**config.mk**
```make
export PLATFORM = sky130hd
export DESIGN_NAME = arbiter
export DESIGN_NICKNAME = d
export VERILOG_FILES = /design/src/rtl/arbiter.sv
export SDC_FILE = /design/constraint.sdc
export NUM_CORES = 1
export LEC_CHECK = 0
export CORE_AREA = 5 5 42 44
export CTS_BUF_LIST = sky130_fd_sc_hd__clkbuf_4 sky130_fd_sc_hd__clkbuf_8
export DETAILED_ROUTE_END_ITERATION = 6
export DIE_AREA = 0 0 47 49
export PLACE_DENSITY = 0.41
export RECOVER_POWER = 25
export SYNTH_ARGS = -nofsm -noshare
export SYNTH_HDL_FRONTEND = slang
export SYNTH_SLANG_ARGS = --single-unit
```
**constraint.sdc**
```tcl
create_clock -name clk -period 1.15 [get_ports clk]
set_clock_uncertainty 0.2 [all_clocks]
set_input_delay 0.23 -clock clk [delete_from_list [all_inputs] [get_ports clk]]
set_output_delay 0.23 -clock clk [all_outputs]
set_load 0.05 [all_outputs]
```
**src/rtl/arbiter.sv**
```systemverilog
// Two-master non-preemptive round-robin arbiter.
// Grants and priority pointer are Moore outputs of registered state.
module arbiter (
    input  logic       clk,
    input  logic       rst,
    input  logic       request1,
    input  logic       request2,
    output logic       grant1,
    output logic       grant2,
    output logic [1:0] D_PRIORITY
);

    typedef enum logic [1:0] {
        IDLE = 2'b00,
        GNT1 = 2'b01,
        GNT2 = 2'b10
    } state_t;

    state_t     state_q, state_d;
    logic [1:0] prio_q, prio_d;

    always_ff @(posedge clk) begin
        if (rst) begin
            state_q <= IDLE;
            prio_q  <= 2'b01;
        end else begin
            state_q <= state_d;
            prio_q  <= prio_d;
        end
    end

    always_comb begin
        state_d = state_q;
        prio_d  = prio_q;
        unique case (state_q)
            IDLE: begin
                if (request1 && (!request2 || prio_q[0]))
                    state_d = GNT1;
                else if (request2)
                    state_d = GNT2;
            end
            GNT1: begin
                if (!request1)
                    state_d = request2 ? GNT2 : IDLE;
            end
            GNT2: begin
                if (!request2)
                    state_d = request1 ? GNT1 : IDLE;
            end
            default: state_d = IDLE;
        endcase
        // A fresh grant hands priority to the other master.
        if (state_d == GNT1 && state_q != GNT1)
            prio_d = 2'b10;
        else if (state_d == GNT2 && state_q != GNT2)
            prio_d = 2'b01;
    end

    always_comb begin
        grant1     = (state_q == GNT1);
        grant2     = (state_q == GNT2);
        D_PRIORITY = prio_q;
    end

endmodule

```
=== Word level (Yosys, flattened, before mapping) ===
Index checks and enable logic that the tools add are counted.
W data, S select, Z words.

* Add/sub/neg operators: 0
* Multiply operators: 0
* Div/mod/pow operators: 0
* Order comparisons: 0
* Equality and inequality tests: 6
* Shift-type cells: 0
* Mux-type cells: 9
* Bitwise operators: 0
* Reductions and logical operators: 7

{| class="wikitable"
|+ Operators by type and width
! cell !! number
|-
| $mux W2 || 7
|-
| $pmux W2 S3 || 1
|-
| $eq A2 B1 Y1 const B || 2
|-
| $eq A2 B2 Y1 const B || 2
|-
| $logic_and A1 B1 Y1 || 3
|-
| $logic_not A2 Y1 || 1
|-
| $ne A2 B1 Y1 const B || 1
|-
| $ne A2 B2 Y1 const B || 1
|-
| $reduce_bool A2 Y1 || 1
|-
| $logic_not A1 Y1 || 1
|-
| $logic_or A1 B1 Y1 || 1
|-
| $mux W1 || 1
|}

* Register bits: 4
* Bits in latches: 0
* Bits in writable memories: 0
* Bits in read-only memories: 0
* Output and inout bits: 4
* Word-level logic and storage cells: 24
* Memories kept: 0

=== Logic depth before layout (Yosys ltp) ===
Gate-level depths: netlist (run 1).

* Word-level depth: 9
* Depth in mapped cells: 3
* Gate-level depth less buffers: 3

=== Least setup slack after synthesis (run 1) ===
Ideal clock, no wire load.

* Kind: reg-to-output
* From: reg state_q[0]
* To: out grant1
* Arrival: 1.116 ns
* Required time: 0.720 ns
* Slack: -0.396 ns
* Stages on the path, launching flop included: 3
* Buffers on the path: 0
* Cells stage by stage: dfxtp_1 -> inv_1 -> nor2_1

* Cells in the longest elaborated chain, start to end: 1

{| class="wikitable"
|+ RTL lines
! item !! RTL line !! source
|-
| from (decl) || 19 || <nowiki>state_t state_q, state_d;</nowiki>
|-
| from (signal assigned) || 27 || <nowiki>state_q <= state_d;</nowiki>
|-
| $eq A2 B1 Y1 || 60 || <nowiki>grant1 = (state_q == GNT1);</nowiki>
|-
| to (decl) || 8 || <nowiki>output logic grant1,</nowiki>
|}

Every way passes these cells.

=== Worst setup path after layout (run 1) ===
Same ends and word-level chain as after synthesis.

==> results of run 1 <==
==> path summary, 6_finish.rpt <==
path	end	from	slack, ns	cells after the start
setup reg to reg	D_PRIORITY[0]	D_PRIORITY[0]	-0.03	4
setup / recovery	grant1	state_q[0]	-0.17	3
hold / removal	D_PRIORITY[1]	request2	0.15	2
hold reg to reg	D_PRIORITY[1]	D_PRIORITY[1]	0.44	3
==> registers in the layout, indices dropped and copies added, names as in the netlist <==
signal and cells:
D_PRIORITY 2, state_q 2
==> repair_timing <==
| action | in CTS | in global routing |
|---|---|---|
| pin swaps | 2 | 1 |
| gates cloned | 0 | 0 |
| setup buffers | 5 | 1 |
| gates resized for setup | 6 | 9 |
| endpoints found under the setup margin | 5 | 8 |
==> per-layer routing <==
layer,vias to the layer above,global-route usage (%)
met3,2,4.428
met1,110,6.987
met5,-,0
li1,124,-
met4,0,5.530
met2,10,8.371
==> worst register-to-register path: cells and delay by family, from the launching register on <==
family	cells	cell delay [ns]
flops	1	0.35
buf+inv	2	0.26
compound gates	2	0.24
==> synthesized netlist by cell type, drive strengths merged <==
library cell | n | share of area, %
a21oi | 2 | 5.3
nand2 | 2 | 4.0
a211oi | 1 | 4.0
inv | 3 | 6.0
o211ai | 1 | 4.0
dfxtp | 4 | 43
a41oi | 1 | 4.7
and3 | 1 | 3.3
o22ai | 1 | 3.3
nor2 | 4 | 8.0
nand2b | 1 | 3.3
nand3 | 1 | 2.7
a311oi | 1 | 4.7
nor3b | 1 | 4.0
==> layout make-up <==
class	count	area, um^2	area share (%)
Timing Repair Buffer	14	167.7	34.99
Multi-Input combinational cell	17	152.6	31.85
Sequential cell	4	95.09	19.84
Clock buffer	4	30.03	6.266
Tap cell	16	20.02	4.178
Inverter	3	13.76	2.872
==> power by group through the flow <==
stage,sequential [mW],combinational [mW],clock [mW]
after detailed placement,0.176,0.146,0
after global routing,0.167,0.218,0.237
after CTS,0.165,0.178,0.226
after global placement,0.177,0.146,0
after floorplan,0.192,0.0537,0
final,0.166,0.206,0.223
==> through the flow <==
step	hold slack (ns)	setup TNS, ns	power (mW)	instances
6_report	0.1509	-0.4001	0.5946	58
5_1_grt	0.2009	-0.6962	0.6228	58
3_5_place_dp	0.3070	-0.9355	0.3228	48
4_1_cts	0.2267	-0.3811	0.5690	57
3_3_place_gp	0.3038	-0.8499	0.3229	48
2_1_floorplan	0.09869	-0.008851	0.2461	24
==> kinds of logic (layout without fill, tap and decap cells) <==
kind of cell / after synthesis / in the layout
flip-flops: 4 / 4
AO/OA/AOI/OAI: 7 / 7
AND/OR/NAND/NOR: 10 / 10
buffers and inverters: 3 / 21
==> impl_metrics.toml, run 1 <==
[flow_run]
max-cap-violations = 0

[worst_setup_path]
crit_type = "reg -> out"
cp_max_fo = 3
endpoint_kind = "primary output"
path_buf_inv = 2
slowest_delay_ns = 0.37
crit_chain = "inv_2 > nor2_4 > buf_12"
critPathSlowestCell = "dfxtp_4"
start_kind = "flop"
crit_family = "flip-flops"
critPathArrivalTime_ns = 0.89
required_ns = 0.72

[logic_synthesis]
synth-adder-area-share_pct = 0
synthXorXnorAreaFrac_pct = 0
synth_cell_type_count = 14
muxShareOfSynthArea_pct = 0
synth_seq_cells = 4
synthCells = 24
synth-warning-count = 0
syn_area_um2 = 187.7
synth_top_family_by_area = "compound AO/OA/AOI/OAI gates"
postSynthAreaPerCell_um2 = 7.820
synth_compound_area_share_pct = 26.00
synthesis.nets = 28
yosys.area_share.simple_pct = 25.33
synth_seq_area_share_pct = 42.67

[sta]
period_share_pct = 115.0
final-setup-viol-count = 6
worst_pin_slew_ns = 0.2289
max_freq_mhz = 756.1
slew_violations = 0
fin_ws_ns = -0.1726
rsz0062_at_grt = "true"
slew_headroom_pct = 84.71
layout_min_cycle_time_ns = 1.323
hold_viol_final = 0

[clocking]
clkSinkCount = 4
cts_made_buffers = 3
cts_hold_buffers = 0
clock_latency_ns = 0.24
h-tree-depth = 1
clockBufferDepth = 2
tritoncts = "built"
cts.clk_slew.worst_paths_ns = 0.04
cts_root_buffer = "clkbuf_4"

[global_routing]
grt_pass1_wl_mm = 1.007
grt_usage_pct = 6.535
overflow = 0
antenna_found_initial = 0
grt_max_degree = 6
first_global_vias = 233

[placement]
routabilityCongestion = 0.8442
place_ws_ns = -0.3022
portBuffers = 7
hpwl_um = 377.8
post_dp_cell_area_um2 = 347.8

[power_and_ir_drop]
pwr-share-clk_pct = 37.5
switching_share_pct = 31.22
power_frac_seq_pct = 27.9
power_frac_comb_pct = 34.6
powerDensity_nw_per_um2 = 1241
internal_power_uw = 409.0
p_leak_nw = 0.1965
p_switching_uw = 185.7
vdd_drop_max_v = 0.0005768

[cells_and_area]
final_util_pct = 34.20
fin_area_um2 = 479.2
synthToLayoutAreaGrowth_pct = 155.3
layout_commonest_cell = "buf_4"
layout-drive-gt1-share_pct = 71.43
fillers = 148
n_antenna_cell = 0
final_nets = 47
mostFrequentLayoutCells = "buf_4 (6), dfxtp_4 (4), clkbuf_4 (4), buf_12 (4), nor2_4 (3)"

[route]
drc = 0
drtIter0Drc = 6
met3_wirelength_um = 54
top_layer_used = "met4"
detail-route-antenna-nets = 0
wl_per_cell_um = 11.84
wl_um = 687
viasPerCell = 4.241
drtPass1Iterations = 4
wl_met2_um = 348
met1_length_um = 271
dr_total_vias = 246

[die]
core_um2 = 1401
io_pins = 8
die_h_um = 49
die_x_um = 47
row_count = 14
start_util_pct = 13.39
design.die.area_um2 = 2303

[min_path]
worstHoldPathType = "in -> reg"

[outcome]
outcome = "finished with violations"
violations = "negative setup slack"
Power figures use the tool's default switching activity.
==> run 2: changes to the inputs <==
==> config.mk (replaced) <==
export PLATFORM = sky130hd
export DESIGN_NAME = arbiter
export DESIGN_NICKNAME = d
export VERILOG_FILES = /design/src/rtl/arbiter.sv
export SDC_FILE = /design/constraint.sdc
export NUM_CORES = 1
export LEC_CHECK = 0
export ABC_AREA = 1
export CORE_AREA = 5 5 42 44
export DETAILED_ROUTE_END_ITERATION = 6
export DIE_AREA = 0 0 47 49
export PLACE_DENSITY = 0.45
export RECOVER_POWER = 25
export SETUP_SLACK_MARGIN = 0.5
export SYNTH_ARGS = -nofsm -noshare
export SYNTH_HDL_FRONTEND = slang
export SYNTH_SLANG_ARGS = --single-unit
==> run 2 against run 1 <==
Net effect: the flow still finishes with violations (negative setup slack); wire length is 22% lower; sequential power increased by 4%; core utilization is 1.3 points lower; register-to-register slack worse by 0.09 ns; critical endpoint is now grant2.
==> impl_metrics.toml, run 2 <==
[global_routing]
overflow = 0
grt_usage_pct = 5.994
antenna_found_initial = 0
grt_max_degree = 5
grt_pass1_wl_um = 890
first_global_vias = 248

[worst_setup_path]
crit_type = "reg -> out"
reg2reg_from = "state_q[1]"
crit_end = "grant2"
path_buf_inv = 3
r2r_end = "D_PRIORITY[0]"
crit_chain = "inv_4 > nand2_4 > clkinvlp_4 > buf_12"
required_ns = 0.72
cp_max_fo = 4
path_depth = 4
startpoint = "state_q[0]"
r2r_setup_slack_ns = -0.12
critPathSlowestCell = "dfxtp_4"
reg2reg_depth = 8
slowest_delay_ns = 0.36
crit_family = "flip-flops"
start_kind = "flop"
endpoint_kind = "primary output"
critPathArrivalTime_ns = 0.95

[route]
dr_total_vias = 255
drc = 0
wl_met2_um = 250
top_layer_used = "met4"
met1_length_um = 221
drtPass1Iterations = 4
drtIter0Drc = 2
wl_per_cell_um = 8.136
viasPerCell = 3.864
wl_um = 537
met3_wirelength_um = 34
detail-route-antenna-nets = 0

[clocking]
cts_root_buffer = "clkbuf_4"
tritoncts = "built"
clkSinkCount = 4
cts.clk_slew.worst_paths_ns = 0.04
cts_made_buffers = 3
clockBufferDepth = 2
clock_latency_ns = 0.24
h-tree-depth = 1
cts_hold_buffers = 0

[die]
design.die.area_um2 = 2303
io_pins = 8
die_x_um = 47
start_util_pct = 16.52
core_um2 = 1401
row_count = 14
die_h_um = 49

[placement]
routabilityCongestion = 0.6780
portBuffers = 7
hpwl_um = 410.4
dp.cells = 61

[logic_synthesis]
postSynthAreaPerCell_um2 = 6.430
yosysMostFrequentCell = "nand2_1"
synth_seq_area_share_pct = 34.59
synth_area_leader_cell = "dfxtp_1"
async_reset_ff_share_pct = 0
synth_flop_cell = "dfxtp_1"
synth_cell_type_count = 11
synthDominantCellAreaShare_pct = 34.59
yosys-top-cells-area = "dfxtp_1 (35%), nand2_1 (19%), inv_1 (13%)"
synth-warning-count = 0
synth-edff-count = 0
ys_top_cells_by_count = "nand2_1 (12), inv_1 (8), dfxtp_1 (4)"
syn_area_um2 = 231.5
synthesis.nets = 40
synthCells = 36
synth_seq_cells = 4

[flow_run]
max-cap-violations = 0

[cells_and_area]
instances_no_fill = 66
final_nets = 56
layout_commonest_cell = "nand2_1"
final_util_pct = 32.95
n_antenna_cell = 0
synthToLayoutAreaGrowth_pct = 99.46
layout-drive-gt1-share_pct = 52.00
fillers = 158
mostFrequentLayoutCells = "nand2_1 (11), inv_1 (7), dfxtp_4 (4), nand3_2 (4), buf_12 (4)"

[sta]
period_share_pct = 120.2
slew_violations = 0
tns_ns = -0.8132
slew_headroom_pct = 91.58
holdWs_ns = 0.3020
max_freq_mhz = 723.4
fin_ws_ns = -0.2324
worst_pin_slew_ns = 0.1261
layout_min_cycle_time_ns = 1.382
hold_viol_final = 0
final-setup-viol-count = 7
rsz0062_at_grt = "true"

[power_and_ir_drop]
p_switching_uw = 193.4
p_total_uw = 575.4
pwr-share-clk_pct = 30.5
power_frac_seq_pct = 30.1
powerDensity_nw_per_um2 = 1246
power_frac_comb_pct = 39.4
switching_share_pct = 33.60
internal_power_uw = 382.0
p_leak_nw = 0.2335
vdd_drop_max_v = 0.0004584

[outcome]
outcome = "finished with violations"
violations = "negative setup slack"

[min_path]
worstHoldPathType = "reg -> reg"
-- run 2: cell types whose count changed after synthesis, sizes merged, moves of 2 or more --
| cell | previous run | this run |
|---|---|---|
| a21oi | 2 | 0 |
| inv | 3 | 9 |
| nand2 | 2 | 13 |
| nand3 | 1 | 5 |
-- run 2: routing by layer --
metal	up-vias	track usage, %
met5	-	0
met4	0	6.912
met3	5	3.321
met2	8	7.240
met1	108	6.402
li1	134	-
-- run 2: cells by family after synthesis --
logic type,count (synthesis),share of synthesized area (%)
buffers and inverters,9,14.59
flip-flops,4,34.60
AND/OR/NAND/NOR,23,50.81
-- run 2: power by group through the flow --
stage / Clock [mW] / Combinational, mW / Sequential [mW]
floorplan: 0 / 0.0775 / 0.204
global placement: 0 / 0.207 / 0.174
detailed placement: 0 / 0.206 / 0.174
CTS: 0.186 / 0.227 / 0.172
global route: 0.197 / 0.243 / 0.176
finish: 0.175 / 0.227 / 0.173
-- run 2: metrics by stage --
stage / setup slack, ns / cell area [um^2]
after floorplan: -0.1590 / 244.0
after global placement: -0.3888 / 389.1
after detailed placement: -0.3921 / 389.1
after CTS: -0.2514 / 456.7
after global routing: -0.2720 / 461.7
final: -0.2324 / 461.7
-- run 2: worst min-delay path by stage --
stage                        from       endpoint  slack [ns]  depth (start not counted)
global route        D_PRIORITY[1]  D_PRIORITY[1]        0.33                          2
finish              D_PRIORITY[1]  D_PRIORITY[1]        0.30                          2
floorplan                     rst     state_q[1]        0.10                          1
CTS                 D_PRIORITY[1]  D_PRIORITY[1]        0.31                          2
global placement    D_PRIORITY[1]  D_PRIORITY[1]        0.30                          2
detailed placement  D_PRIORITY[1]  D_PRIORITY[1]        0.30                          2
-- run 2: tightest hold or removal path: stages (launching register included) --
cell and delay [ns]:
dfxtp_4 0.35, nand3_2 0.06, nand2_1 0.05
-- run 2: area by class of cell --
cell class | count | area (um^2) | share of cell area [%]
Inverter | 9 | 40.04 | 8.672
Multi-Input combinational cell | 23 | 137.6 | 29.81
Tap cell | 16 | 20.02 | 4.336
Timing Repair Buffer | 11 | 146.4 | 31.71
Clock buffer | 3 | 22.52 | 4.878
Sequential cell | 4 | 95.09 | 20.60
-- run 2: timing repair --
action | CTS | global route
buffers inserted | 2 | 0
resized for setup | 11 | 1
endpoints found under the setup margin | 8 | 8
pin swaps | 3 | 2
==> run 3: changes to the inputs <==
--- a/config.mk
+++ b/config.mk
@@ -6,12 +6,14 @@
 export NUM_CORES = 1
 export LEC_CHECK = 0
 export ABC_AREA = 1
-export CORE_AREA = 5 5 42 44
+export CORE_AREA = 2 2 39 41
 export DETAILED_ROUTE_END_ITERATION = 6
-export DIE_AREA = 0 0 47 49
+export DIE_AREA = 0 0 41 43
+export HOLD_SLACK_MARGIN = 0.15
 export PLACE_DENSITY = 0.45
 export RECOVER_POWER = 25
 export SETUP_SLACK_MARGIN = 0.5
 export SYNTH_ARGS = -nofsm -noshare
 export SYNTH_HDL_FRONTEND = slang
 export SYNTH_SLANG_ARGS = --single-unit
+export TNS_END_PERCENT = 10
==> run 3 against run 2 <==
Net effect: the run still ends with negative setup slack left; worst setup slack improved by 0.075 ns; cell area shrank 3.5%; global-route usage increased by 1.8 points; non-clock buffer count is the same; via count shrank 2.0%; total power down 1.3%; core utilization fell by 0.76 points; sequential cell count did not move; count of clock-buffer cells in the layout is the same; combinational power fell by 2%; first-iteration DRC count unchanged; die area is 23% lower; critical endpoint is now grant1; highest routed layer is now met3.
==> impl_metrics.toml, run 3 (synthesis gave the netlist of run 2 again) <==
[outcome]
outcome = "finished with violations"
violations = "negative setup slack"

[power_and_ir_drop]
p_leak_nw = 0.2369
p_total_uw = 568.0
vdd_drop_max_v = 0.0007395
powerDensity_nw_per_um2 = 1275

[global_routing]
grt_pass1_wl_um = 897
use_met3_pct = 6.283
overflow = 0
grtUsageMet2_pct = 9.063
antenna_found_initial = 0
grt_max_degree = 6
grt_usage_pct = 7.831
first_global_vias = 257
busiest_layer = "met1"
grt_use_met1_pct = 9.968

[clocking]
clkSinkCount = 4
cts_root_buffer = "clkbuf_4"
clockBufferDepth = 2
cts_made_buffers = 3
cts.clk_slew.worst_paths_ns = 0.03
tritoncts = "built"
clock_latency_ns = 0.23
h-tree-depth = 1

[cells_and_area]
final_util_pct = 32.19
n_antenna_cell = 0
instances_no_fill = 66
final_nets = 56
mostFrequentLayoutCells = "nand2_1 (10), inv_1 (6), buf_12 (4)"
fillers = 143
layout-drive-gt1-share_pct = 54.00
fin_area_um2 = 445.4
layout_commonest_cell = "nand2_1"
synthToLayoutAreaGrowth_pct = 92.43

[placement]
routabilityCongestion = 0.7047
hpwl_um = 377.5
post_dp_cell_area_um2 = 371.6
dp.cells = 60
portBuffers = 7

[die]
design.die.area_um2 = 1763
die_x_um = 41
start_util_pct = 16.73
die_h_um = 43
core_um2 = 1384
row_count = 14
io_pins = 8

[sta]
layout_min_cycle_time_ns = 1.307
rsz0062_at_grt = "true"
hold_viol_final = 0
fin_ws_ns = -0.1574
slew_headroom_pct = 90.08
slew_violations = 0
worst_pin_slew_ns = 0.1489
final-setup-viol-count = 5
period_share_pct = 113.7
holdWs_ns = 0.2866
max_freq_mhz = 764.9

[flow_run]
max-cap-violations = 0

[route]
drc = 0
drtPass1Iterations = 3
wl_per_cell_um = 7.818
detail-route-antenna-nets = 0
wl_um = 516
dr_total_vias = 250
viasPerCell = 3.788
drtIter0Drc = 2

[worst_setup_path]
crit_type = "reg -> out"
critPathArrivalTime_ns = 0.88
endpoint_kind = "primary output"
start_kind = "flop"
required_ns = 0.72
cp_max_fo = 5

[min_path]
worstHoldPathType = "reg -> reg"
run 3: cell type report:
cell class | count | area [um^2] | share of cell area (%)
Inverter | 9 | 38.79 | 8.708
Sequential cell | 4 | 87.58 | 19.66
Tap cell | 16 | 20.02 | 4.494
Multi-Input combinational cell | 23 | 135.1 | 30.34
Clock buffer | 3 | 22.52 | 5.056
Timing Repair Buffer | 11 | 141.4 | 31.74
run 3: critical path: stages, from the launching register on:
cell and delay [ns]:
dfxtp_4 0.36, nor2_4 0.14, buf_12 0.14
run 3: layer usage:
| metal | routed length [um] | share of wire [%] | up-vias |
|---|---|---|---|
| met2 | 238 | 46 | 8 |
| met5 | 0 | 0 | - |
| met3 | 46 | 8.9 | 0 |
| met4 | 0 | 0 | 0 |
| li1 | - | - | 135 |
| met1 | 231 | 45 | 107 |
run 3: report_power, final:
| part | internal, mW | total [mW] | switching [mW] |
|---|---|---|---|
| Combinational | 0.106 | 0.223 | 0.117 |
| Sequential | 0.157 | 0.174 | 0.0168 |
| Clock | 0.117 | 0.171 | 0.0545 |
| Total | 0.379 | 0.568 | 0.188 |
run 3: stage by stage:
step / setup TNS (ns) / setup WS [ns]
5_1_grt: -0.9060 / -0.2062
6_report: -0.5189 / -0.1574
3_5_place_dp: -1.322 / -0.3952
4_1_cts: -0.5420 / -0.1836
3_3_place_gp: -1.282 / -0.3801
2_1_floorplan: -0.4118 / -0.1643
run 3: final timing paths:
kind / start / endpoint / slack [ns] / depth (start not counted)
hold reg to reg: D_PRIORITY[1] / D_PRIORITY[1] / 0.29 / 2
setup reg to reg: state_q[0] / D_PRIORITY[1] / -0.07 / 7
hold / removal: D_PRIORITY[1] / D_PRIORITY[1] / 0.29 / 2
setup / recovery: state_q[1] / grant1 / -0.16 / 2
run 3: repair_timing:
item	CTS	global route
resized for setup	11	4
setup endpoints to repair	8	8
pin swaps	4	1
hold buffers	0	0
buffers inserted	3	0
